[src/rtl/truth_tbl_pkg.sv]
// Shared definitions for the truth-table checker: FSM state encoding and
// the width of the per-vector settle counter.
package truth_tbl_pkg;

    localparam int CNT_W = 4;

    typedef enum logic [1:0] {
        IDLE = 2'd0,
        RUN  = 2'd1,
        DONE = 2'd2
    } state_t;

endpackage

[src/rtl/tt_settle_counter.sv]
// Per-vector dwell timer: reloads with SETTLE and counts down while enabled,
// flagging the cycle in which the current vector must be sampled.
module tt_settle_counter
    import truth_tbl_pkg::*;
#(
    parameter int SETTLE = 1
) (
    input  logic clk,
    input  logic rst_n,
    input  logic i_load,
    input  logic i_en,
    output logic o_sample_now
);

    localparam logic [CNT_W-1:0] LOAD_VAL = CNT_W'(SETTLE);

    logic [CNT_W-1:0] r_cnt;
    logic             w_zero;

    assign w_zero       = (r_cnt == '0);
    assign o_sample_now = w_zero;

    // NOTE: sequential state is written with <= only, so every register
    // samples the pre-edge values of its neighbours regardless of order.
    always_ff @(posedge clk or negedge rst_n) begin
        if (!rst_n) begin
            r_cnt <= '0;
        end else if (i_load) begin
            r_cnt <= LOAD_VAL;
        end else if (i_en) begin
            // Reload on the sampling cycle so the next vector gets a full dwell.
            r_cnt <= w_zero ? LOAD_VAL : r_cnt - 1'b1;
        end
    end

endmodule

[config.mk]
export PLATFORM = sky130hd
export DESIGN_NAME = tt_settle_counter
export DESIGN_NICKNAME = d
export VERILOG_FILES = /design/src/rtl/truth_tbl_pkg.sv /design/src/rtl/tt_settle_counter.sv
export SDC_FILE = /design/constraint.sdc
export NUM_CORES = 1
export LEC_CHECK = 0
export ABC_AREA = 1
export CAP_MARGIN = 20
export CORE_AREA = 5 5 42 44
export DETAILED_ROUTE_END_ITERATION = 8
export DIE_AREA = 0 0 47 49
export GPL_TIMING_DRIVEN = 0
export HOLD_SLACK_MARGIN = 0.12
export PLACE_DENSITY = 0.3
export SLEW_MARGIN = 0
export SYNTH_ARGS = -nofsm -noshare
export SYNTH_HDL_FRONTEND = slang
export SYNTH_SLANG_ARGS = --single-unit
[constraint.sdc]
create_clock -name clk -period 1.7 [get_ports clk]
set_input_delay 0.34 -clock clk [delete_from_list [all_inputs] [get_ports clk]]
set_output_delay 0.34 -clock clk [all_outputs]
set_load 0.05 [all_outputs]
==> flow_summary.ini <==
[sta]
fin_skew_ns = 0.0008654
max_freq_mhz = 656.5
drv_slew = 0
worst_pin_slew_ns = 0.2496
setup-violations-final = 0
setup_ws_ns = 0.1767
rsz0062_at_grt = false
max-slew-margin-rel_pct = 83.48
tns_ns = 0
hold_viol = 0
period_minus_slack_ns = 1.523
post-route-period-util_pct = 89.60

[logic_synthesis]
synth_most_common_cell = nand2_1
ys_seq_area_share_pct = 47.06
synth.distinct_cells = 7
ys_top_cells_by_area = dfrtp_1, nand2_1, inv_1
ys.warnings.count = 0
synthFlopType = dfrtp_1
syn-num-nets = 36
synth_edf_count = 0
yosys.area.top_type_share_pct = 47.06
synthCells = 32
synth.ff_latch_count = 4
async_flop_share_pct = 100.0
synth_area_leader_cell = dfrtp_1
avgSynthCellArea_um2 = 6.647
syn_area_um2 = 212.7
yosys-top-cells-count = nand2_1, inv_1, dfrtp_1

[floorplanning]
initial_core_util_pct = 15.18
die_w_um = 47
io_pins = 5
rows = 14
die_area_um2 = 2303
die_h_um = 49
floorplan.core_area_um2 = 1401

[global_routing]
grt_pass1_vias = 193
grt_pass1_wl_um = 669
grt.total_usage_pct = 4.520
antenna_found_initial = 0
overflow = 0
grt_max_degree = 5

[pwr]
power-per-cell-area_nw_per_um2 = 897.3
vdd_drop_max_mv = 0.2606
total_power_uw = 260.5
p_leak_nw = 0.1656

[critical_path]
critPathLaunchType = register
worst_setup_path_end_kind = output pin
crit_fanout = 4
crit_type = reg2out
worstPathRequired_ns = 1.36
critPathArrivalTime_ns = 1.18

[clocking]
cts_buffers = 3
cts-root-buf = clkbuf_4
cts_tree = built
numClockSinks = 4
clkLatencyLatePin_ns = 0.23
cts.clk_slew.worst_paths_ns = 0.03
ctsHoldBuffers = 0
cts_setup_buffers = 0
htree_levels = 1
clock_path_buffers = 2

[worst_hold_path]
hold_path.class = in2async

[route]
antenna_left = 0
firstDrtPassIters = 2
routed_wl_um = 410
wire_per_inst_um = 7.455
drcViolationCount = 0
first_iter_violations = 2
vias_per_cell = 3.636
via_count = 200

[finish]
syn2layout_area_growth_pct = 36.47
antenna_cells = 0
fin_area_um2 = 290.3
reg_top3 = r_cnt: 4 flops
fin_nets = 45
drive_gt1_share_pct = 12.82
largest_register = r_cnt
largest_reg_flops = 4
utilization_pct = 20.71

[place]
place_hpwl_um = 360.9
placed_cell_area_um2 = 272.8
numPortBuffers = 4
post-place-ws_ns = -0.1420
gp_congestion = 0.6490

[flow_run]
drv_cap = 0

[status]
status = finished, final reports clean
[cell usage in the layout (no fill, tap or decap)]
master / n
a21oi_1: 2
buf_2: 1
clkbuf_4: 3
clkdlybuf4s50_1: 3
dfrtp_1: 4
inv_1: 6
nand2_1: 14
nand3_1: 2
nor2_1: 3
nor2_2: 1
[final timing paths]
check	from	end	slack, ns	depth (start not counted)
min in group clk	r_cnt[3]	r_cnt[3]	0.50	2
setup / recovery	r_cnt[1]	o_sample_now	0.18	4
setup reg to reg	r_cnt[1]	r_cnt[1]	0.76	4
hold / removal	rst_n	r_cnt[2]	0.31	1
hold reg to reg	r_cnt[3]	r_cnt[3]	0.50	2
max in group asynchronous	rst_n	r_cnt[1]	1.22	1
[final cells by class]
type,count,area [um2]
fillers,170,1111
flip-flops and latches,4,100.1
multi-input cells,22,90.09
repair buffers,4,35.03
clock buffers,3,22.52
inverters,6,22.52
well taps,16,20.02
[critical path: stages (launching register included)]
cell     delay [ns]
dfrtp_1        0.40
nor2_2         0.19
nand2_1        0.07
inv_1          0.05
buf_2          0.25
[timing repair]
action,4_1_cts,5_1_grt
endpoints found under the hold margin,0,0
setup endpoints to repair,1,1
gates resized for setup,3,2
[cells by family after synthesis]
logic type / Yosys count / synth area share [%]
AND/OR/NAND/NOR: 20 / 37.65
buffers and inverters: 6 / 10.59
AO/OA/AOI/OAI: 2 / 4.706
flip-flops: 4 / 47.06
[report_power, final]
| part | leakage (nW) | internal [mW] | switching, mW | total (mW) |
|---|---|---|---|---|
| combinational | 0.100 | 0.0159 | 0.0277 | 0.0435 |
| sequential | 0.0516 | 0.101 | 0.00439 | 0.105 |
| clock | 0.0138 | 0.0786 | 0.0335 | 0.112 |
| total | 0.166 | 0.195 | 0.0655 | 0.260 |
[metal layers]
layer	wire, um	part of all wire (%)	track usage, %	up-vias
met2	222	54	5.656	3
li1	-	-	-	108
met3	20	4.9	1.107	0
met4	0	0	6.912	0
met5	0	0	0	-
met1	167	41	4.656	89
[through the flow]
stage	hold WS [ns]	instances
2_1_floorplan	0.04441	32
6_report	0.3135	55
3_3_place_gp	0.5027	52
3_5_place_dp	0.4946	52
4_1_cts	0.3095	55
5_1_grt	0.3211	55
(Power assumes the default switching activity.)
